$ cat config.mk
export PLATFORM = sky130hd
export DESIGN_NAME = mem_arbiter
export DESIGN_NICKNAME = d
export VERILOG_FILES = /design/src/rtl/mem_arbiter.sv
export SDC_FILE = /design/constraint.sdc
export NUM_CORES = 1
export LEC_CHECK = 0
export CORE_AREA = 2 2 104 106
export CTS_CLUSTER_DIAMETER = 30
export DETAILED_ROUTE_END_ITERATION = 10
export DIE_AREA = 0 0 106 108
export DONT_BUFFER_PORTS = 1
export MAX_ROUTING_LAYER = met4
export PLACE_DENSITY = 0.53
export SYNTH_ARGS = -nofsm -noshare
export SYNTH_HDL_FRONTEND = slang
export SYNTH_SLANG_ARGS = --single-unit
$ cat constraint.sdc
create_clock -name CLK -period 1.85 [get_ports CLK]
set_input_delay 0.185 -clock CLK [delete_from_list [all_inputs] [get_ports CLK]]
set_output_delay 0.185 -clock CLK [all_outputs]
set_load 0.02 [all_outputs]
$ cat src/rtl/mem_arbiter.sv
// Arbiter sharing one variable-latency RAM port between instruction fetch and data access.
// Data has strict priority; one transaction in flight, with a watchdog that forces a sticky error.
module mem_arbiter #(
    parameter int TIMEOUT = 64
) (
    input  logic        CLK,
    input  logic        RST,
    input  logic        iREN,
    input  logic [31:0] iaddr,
    output logic [31:0] iload,
    output logic        iwait,
    input  logic        dREN,
    input  logic        dWEN,
    input  logic [31:0] daddr,
    input  logic [31:0] dstore,
    output logic [31:0] dload,
    output logic        dwait,
    output logic        ramREN,
    output logic        ramWEN,
    output logic [31:0] ramaddr,
    output logic [31:0] ramstore,
    input  logic [31:0] ramload,
    input  logic [1:0]  ramstate,
    output logic        err
);

    localparam int CW = $clog2(TIMEOUT + 1);

    localparam logic [1:0] IDLE  = 2'd0;
    localparam logic [1:0] DATA  = 2'd1;
    localparam logic [1:0] INSTR = 2'd2;
    localparam logic [1:0] ERR   = 2'd3;

    localparam logic [1:0] RAM_ACCESS = 2'd2;
    localparam logic [1:0] RAM_ERROR  = 2'd3;

    logic [1:0]    state_q, state_d;
    logic [CW-1:0] cnt_q, cnt_d;
    logic [31:0]   addr_q, addr_d;
    logic [31:0]   store_q, store_d;
    logic          wr_q, wr_d;
    logic          access;

    assign access = (ramstate == RAM_ACCESS);

    always_comb begin
        state_d = state_q;
        cnt_d   = cnt_q;
        addr_d  = addr_q;
        store_d = store_q;
        wr_d    = wr_q;
        case (state_q)
            IDLE: begin
                cnt_d = '0;
                if (dREN || dWEN) begin
                    addr_d  = daddr;
                    store_d = dstore;
                    wr_d    = dWEN;
                    state_d = DATA;
                end else if (iREN) begin
                    addr_d  = iaddr;
                    state_d = INSTR;
                end
            end
            DATA, INSTR: begin
                // Completion beats both the RAM fault and the watchdog in the same cycle.
                if (access) begin
                    state_d = IDLE;
                end else if (ramstate == RAM_ERROR) begin
                    state_d = ERR;
                end else if (cnt_q == CW'(TIMEOUT - 1)) begin
                    state_d = ERR;
                end else begin
                    cnt_d = cnt_q + 1'b1;
                end
            end
            default: state_d = ERR;
        endcase
    end

    always_ff @(posedge CLK) begin
        if (RST) begin
            state_q <= IDLE;
            cnt_q   <= '0;
            addr_q  <= '0;
            store_q <= '0;
            wr_q    <= 1'b0;
        end else begin
            state_q <= state_d;
            cnt_q   <= cnt_d;
            addr_q  <= addr_d;
            store_q <= store_d;
            wr_q    <= wr_d;
        end
    end

    always_comb begin
        ramREN   = 1'b0;
        ramWEN   = 1'b0;
        ramaddr  = addr_q;
        ramstore = store_q;
        iwait    = 1'b1;
        dwait    = 1'b1;
        iload    = '0;
        dload    = '0;
        err      = (state_q == ERR);
        case (state_q)
            DATA: begin
                ramWEN = wr_q;
                ramREN = !wr_q;
                if (access) begin
                    dwait = 1'b0;
                    if (!wr_q) dload = ramload;
                end
            end
            INSTR: begin
                ramREN = 1'b1;
                if (access) begin
                    iwait = 1'b0;
                    iload = ramload;
                end
            end
            default: ;
        endcase
    end

endmodule

=== Word level (Yosys, flattened, before mapping) ===
Index checks and enable logic that the tools add are counted.
Widths: inputs -> output; s select.

* Flip-flop bits (word level): 74
* Input port bits: 135
* Output and inout port bits: 133
* Logic and storage cells: 49

* $add $sub $neg: 1
* Equality and inequality tests: 11
* Muxes and demuxes: 22
* Reductions and logical operators: 10

{| class="wikitable"
|+ Operators with widths
! cell !! number
|-
| $mux 32 || 7
|-
| $mux 7 || 3
|-
| $pmux 7 s2 || 1
|-
| $mux 2 || 5
|-
| $eq 2x2->1 const B || 4
|-
| $add 7x1->7 const B || 1
|-
| $eq 7x6->1 const B || 1
|-
| $ne 2x2->1 const B || 3
|-
| $reduce_and 2->1 || 3
|-
| $mux 1 || 4
|-
| $ne 4x4->1 const B || 1
|-
| $pmux 2 s2 || 1
|-
| $reduce_and 4->1 || 1
|-
| $reduce_bool 2->1 || 2
|-
| $ne 3x3->1 const B || 1
|-
| $eq 2x1->1 const B || 1
|-
| $logic_not 2->1 || 1
|-
| $pmux 1 s2 || 1
|-
| $reduce_or 2->1 || 1
|-
| $logic_not 1->1 || 1
|-
| $logic_or 1x1->1 || 1
|}

=== Depth between registers and ports, before layout ===
Gate-level depths: netlist of the first run.

* Word-level depth: 5
* Gate-level depth with buffers: 7
* Gate-level depth less buffers: 6

=== Worst setup path before layout of the first run ===
OpenSTA, ideal clock, no wires.

* Kind: register -> register
* From: register state_q[0]
* To: register cnt_q[5]
* Library setup time: 91 ps
* Arrival: 1509 ps
* Data required time: 1759 ps
* Slack: 250 ps
* Stages on the path, launching flop included: 8
* Buffers on the path: 1
* Period minus slack after synthesis: 1600 ps
* Cell sequence: dfxtp_1 > inv_1 > ha_1 > clkbuf_2 > and2b_1 > o21ai_2 > o21bai_1 > a311oi_1

* Cells in the longest elaborated chain, start to end: 4
* Elaborated cells between the ends (all ways): 10
* Classes of those cells: eq/ne: 5; mux: 1; reduce/logical: 4

{| class="wikitable"
|+ RTL lines
! item !! RTL line !! source
|-
| start: declaration || 37 || <nowiki>logic [1:0] state_q, state_d;</nowiki>
|-
| start signal: assignment || 89 || <nowiki>state_q <= state_d;</nowiki>
|-
| $eq 2x2->1 / $eq 2x1->1 (equally long branches) || 52 || <nowiki>case (state_q)</nowiki>
|-
| $reduce_or 2->1 || 52 ||
|-
| $ne 2x2->1 (no line) / $reduce_bool 2->1 (equally long branches) || -- ||
|-
| $reduce_and 4->1 (no line) || -- ||
|-
| end signal: assignment || 90 || <nowiki>cnt_q <= cnt_d;</nowiki>
|-
| end: declaration || 38 || <nowiki>logic [CW-1:0] cnt_q, cnt_d;</nowiki>
|}

Parallel ways exist; a longest one is shown, timed or not.
A chain may end at the register's enable or synchronous reset.

=== Worst setup path in the final report of the first run ===
* From: register state_q[1]
* To: output dload[9]

* Cells in the longest elaborated chain, start to end: 2

{| class="wikitable"
|+ RTL lines
! item !! RTL line !! source
|-
| $eq 2x1->1 || 107 || <nowiki>case (state_q)</nowiki>
|-
| $mux 32 || 107 ||
|-
| end: declaration || 16 || <nowiki>output logic [31:0] dload,</nowiki>
|}

Every way passes these cells.

==> metrics.txt, run 1 <==
# TYPE chip_impl_metric gauge
chip_impl_info{name="outcome",value="finished with violations"} 1
chip_impl_info{name="violated_checks",value="hold timing"} 1
chip_impl_metric{name="timing_worst_slew_pin_value",unit="ns"} 0.4956
chip_impl_metric{name="port-buffer-count",unit=""} 0
chip_impl_metric{name="yosys.cell_types.count",unit=""} 36
chip_impl_metric{name="shortest_clock_period_the_worst_path_allows_after_layout",unit="ns"} 1.777
chip_impl_metric{name="largest_fanout_on_the_critical_path",unit=""} 8
chip_impl_metric{name="clock_path_buffers",unit=""} 2
chip_impl_info{name="cp-start-kind",value="register"} 1
chip_impl_metric{name="ir_drop",unit="mV"} 0.7248
chip_impl_metric{name="share_comb_of_total_power",unit=""} 0.389
chip_impl_metric{name="avgRoutedWirePerCell",unit="um"} 18.20
chip_impl_metric{name="power_report.internal_total",unit="uW"} 3867
chip_impl_metric{name="final_design_area_no_fill",unit="um2"} 4322
chip_impl_info{name="endpoint_kind",value="output port"} 1
chip_impl_metric{name="die_height",unit="um"} 108
chip_impl_metric{name="cts_sinks",unit=""} 74
chip_impl_metric{name="routed_wirelength",unit="um"} 10740
chip_impl_metric{name="route.antenna.remaining_nets",unit=""} 0
chip_impl_metric{name="use_met3",unit=""} 0.04822
chip_impl_metric{name="fillers",unit=""} 1005
chip_impl_metric{name="num_vias",unit=""} 3332
chip_impl_metric{name="chip_width",unit="um"} 106
chip_impl_info{name="synth_area_leaders",value="dfxtp_1 39%, a311oi_2 13%, and3_1 10%"} 1
chip_impl_info{name="path_cells",value="inv_4 -> ha_4 -> nor2b_4 -> clkbuf_16 -> and3_4"} 1
chip_impl_metric{name="power.leakage",unit="uW"} 0.001605
chip_impl_metric{name="timing.final.setup_violations",unit=""} 0
chip_impl_metric{name="postSynthCellCount",unit=""} 472
chip_impl_metric{name="ys.warnings.count",unit=""} 0
chip_impl_info{name="cell_class_contributing_the_biggest_share_of_worst_path_delay",value="simple AND/OR/NAND/NOR gates"} 1
chip_impl_metric{name="power.clock.fraction",unit=""} 0.180
chip_impl_metric{name="synthArstFlopShare",unit=""} 0
chip_impl_metric{name="critPathRequiredTime",unit="ns"} 1.66
chip_impl_metric{name="cap_violations",unit=""} 0
chip_impl_info{name="grt-busiest-layer",value="met2"} 1
chip_impl_metric{name="worstSkewPairLatency",unit="ns"} 0.35
chip_impl_metric{name="antenna_cells_inserted",unit=""} 0
chip_impl_metric{name="rr_worst_depth",unit=""} 6
chip_impl_info{name="path_class",value="reg -> out"} 1
chip_impl_metric{name="gp_congestion",unit=""} 0.7792
chip_impl_metric{name="layout.nets",unit=""} 589
chip_impl_metric{name="critical_path.n_buffers_inverters",unit=""} 2
chip_impl_metric{name="final_max_slew_viol_count",unit=""} 0
chip_impl_metric{name="hold-path-cell-count",unit=""} 1
chip_impl_metric{name="cts_clk_pin_slew_worst_paths",unit="ns"} 0.08
chip_impl_metric{name="postSynthAreaPerCell",unit="um2"} 8.082
chip_impl_metric{name="synth_sequential_area_ratio",unit=""} 0.3883
chip_impl_metric{name="cts_buffers",unit=""} 9
chip_impl_info{name="yosysTopAreaCell",value="dfxtp_1"} 1
chip_impl_metric{name="clock.fmax",unit="MHz"} 562.7
chip_impl_metric{name="gr-usage-met2",unit=""} 0.2737
chip_impl_metric{name="ys_seq_elements",unit=""} 74
chip_impl_metric{name="drc",unit=""} 0
chip_impl_metric{name="layout_cell_share_with_drive_strength_beyond_1",unit=""} 0.2269
chip_impl_metric{name="vias_in_the_first_global_route",unit=""} 3026
chip_impl_metric{name="switching_share",unit=""} 0.4506
chip_impl_metric{name="grt_max_degree",unit=""} 75
chip_impl_metric{name="floorplan.initialDensity",unit=""} 0.3729
chip_impl_metric{name="cts-hold-fix-buffers",unit=""} 1
chip_impl_metric{name="yosys.area.top_type_share",unit=""} 0.3883
chip_impl_metric{name="power_density",unit="nW/um2"} 1629
chip_impl_metric{name="placed_area",unit="um2"} 3846
chip_impl_metric{name="globalRouteTotalUtil",unit=""} 0.1732
chip_impl_metric{name="post-route-worst-setup-slack",unit="ns"} 0.07282
chip_impl_info{name="dominantRegCellSynth",value="dfxtp_1"} 1
chip_impl_metric{name="number_of_flops_mapped_to_enable_cells_by_yosys",unit=""} 0
chip_impl_metric{name="grt_use_met1",unit=""} 0.2109
chip_impl_metric{name="hpwl",unit="um"} 7464
chip_impl_info{name="clock_tree_from_tritoncts",value="built"} 1
chip_impl_metric{name="die-area",unit="um2"} 11450
chip_impl_metric{name="drt_pre_antenna_iters",unit=""} 4
chip_impl_metric{name="fin_worst_skew",unit="ns"} 0.008128
chip_impl_metric{name="worstSetupPathDepth",unit=""} 5
chip_impl_metric{name="floorplan.io_pins",unit=""} 268
chip_impl_metric{name="hold_viol",unit=""} 72
chip_impl_metric{name="timing.critical_path.slowest_cell_delay",unit="ns"} 0.37
chip_impl_info{name="clock-root-buffer",value="clkbuf_8"} 1
chip_impl_metric{name="placeableCoreArea",unit="um2"} 10230
chip_impl_metric{name="vias_per_cell",unit=""} 5.647
chip_impl_metric{name="timing.slew.headroom",unit=""} 0.6696
chip_impl_metric{name="synth_nets",unit=""} 612
chip_impl_metric{name="sequential_power_share",unit=""} 0.431
chip_impl_metric{name="final.period_utilization",unit=""} 0.9606
chip_impl_metric{name="detail_route.iter0.violations",unit=""} 164
chip_impl_metric{name="post-place-ws",unit="ns"} 0.1592
chip_impl_metric{name="syn-cell-area",unit="um2"} 3815
chip_impl_metric{name="core.rowCount",unit=""} 37
chip_impl_metric{name="setup_tns",unit="ns"} 0
chip_impl_metric{name="grt_first_pass_wirelength",unit="um"} 15360
chip_impl_info{name="hold_path.class",value="in -> reg"} 1
chip_impl_metric{name="fin_util",unit=""} 0.4224
chip_impl_metric{name="power.net_switching",unit="uW"} 3172
chip_impl_metric{name="timing.critical_path.arrival",unit="ns"} 1.59
chip_impl_metric{name="globalRoute.totalOverflow",unit=""} 0
chip_impl_info{name="crit_path_top_delay_cell",value="dfxtp_4"} 1
chip_impl_metric{name="syn_to_final_growth",unit="%"} 13.28
chip_impl_metric{name="antenna_violations_before_repair",unit=""} 0
chip_impl_info{name="grt_setup_unrepaired",value="yes"} 1
chip_impl_metric{name="hold_ws",unit="ns"} -0.09787
chip_impl_metric{name="htreeDepth",unit=""} 3
[path summary, 6_finish.rpt]
kind | start | end | slack (ns)
worst min-delay path | RST | ramstore[28] | -0.1
worst max register to register | state_q[0] | wr_q | 0.14
worst min register to register | cnt_q[6] | cnt_q[6] | 0.48
worst max-delay path | state_q[1] | dload[9] | 0.07
[cell families after synthesis]
family                     synth area share
and+or+nand+nor                      0.2824
AOI/OAI and AO/OA                    0.2453
DFF                                  0.3883
buffers and inverters               0.06756
adders and majority gates           0.01640
[flip-flops by register name, summed over array words and instances (netlist names)]
register  flops
state_q       2
ramstore     32
ramaddr      32
cnt_q         7
wr_q          1
[per-layer routing]
layer  wire [um]  vias to the layer above
met2        5100                      166
met5           0                        -
met1        4635                     1539
li1            -                     1613
met4         193                        0
met3         809                       14
[power groups by stage]
stage	registers, uW	logic [uW]	clock network (uW)
5_1_grt	3090	3010	1390
3_5_place_dp	3050	2460	0
3_3_place_gp	3050	2390	0
2_1_floorplan	2910	2180	0
4_1_cts	3030	2520	1320
6_report	3030	2740	1270
[placed cells by master, fill, tap and decap left out, types with 4 or more instances in the layout]
| master | synthesis | routed |
|---|---|---|
| nor3_1 | 4 | 4 |
| clkbuf_8 | 0 | 10 |
| dfxtp_1 | 74 | 72 |
| and3_4 | 0 | 32 |
| and3_1 | 64 | 32 |
| nand2_1 | 102 | 102 |
| a311oi_2 | 32 | 32 |
| ha_1 | 5 | 4 |
| o21ai_0 | 32 | 32 |
| nor2_1 | 34 | 34 |
| a21oi_1 | 39 | 39 |
| nand2b_1 | 4 | 4 |
| buf_4 | 2 | 5 |
| nand3_1 | 7 | 7 |
[what timing repair did]
| action | CTS | global route |
|---|---|---|
| hold endpoints to repair | 74 | 72 |
| resized for setup | 37 | 42 |
| setup buffers | 0 | 1 |
| cloned | 1 | 2 |
| setup endpoints to repair | 33 | 35 |
| pin swaps | 0 | 16 |
[cell usage after synthesis (3+ instances only)]
cell type	instances
buf_2	12
nor2_1	34
buf_6	6
nand2b_1	4
dfxtp_1	74
nor3_1	4
a311oi_1	3
ha_1	5
o21ai_0	32
nand3_1	7
and3_1	64
nor2b_1	3
nand2_1	102
clkbuf_1	24
a21oi_1	39
inv_1	3
a311oi_2	32
[through the flow]
stage | total power, uW | hold WS, ns | cells
global route | 7485 | -0.1295 | 590
global placement | 5436 | 0.2597 | 569
floorplan | 5084 | 0.3210 | 472
detailed placement | 5512 | 0.2616 | 569
finish | 7039 | -0.09787 | 590
CTS | 6867 | -0.1323 | 587
[cell type report]
| cell class | count | area, um2 | share of cell area |
|---|---|---|---|
| inverters | 3 | 13.76 | 0.003185 |
| repair buffers | 13 | 187.7 | 0.04343 |
| well taps | 136 | 170.2 | 0.03937 |
| multi-input cells | 348 | 2267 | 0.5246 |
| flip-flops and latches | 74 | 1486 | 0.3440 |
| clock buffers | 12 | 145.1 | 0.03358 |
| clock inverters | 4 | 51.30 | 0.01187 |
Power figures use the tool's default switching activity.
==> run 2: changes to the inputs <==
--- a/config.mk
+++ b/config.mk
@@ -15,3 +15,4 @@
 export SYNTH_ARGS = -nofsm -noshare
 export SYNTH_HDL_FRONTEND = slang
 export SYNTH_SLANG_ARGS = --single-unit
+export TNS_END_PERCENT = 20
==> results of run 2 <==
Same layout as run 1: the final DEF is identical, and so are final timing and power.
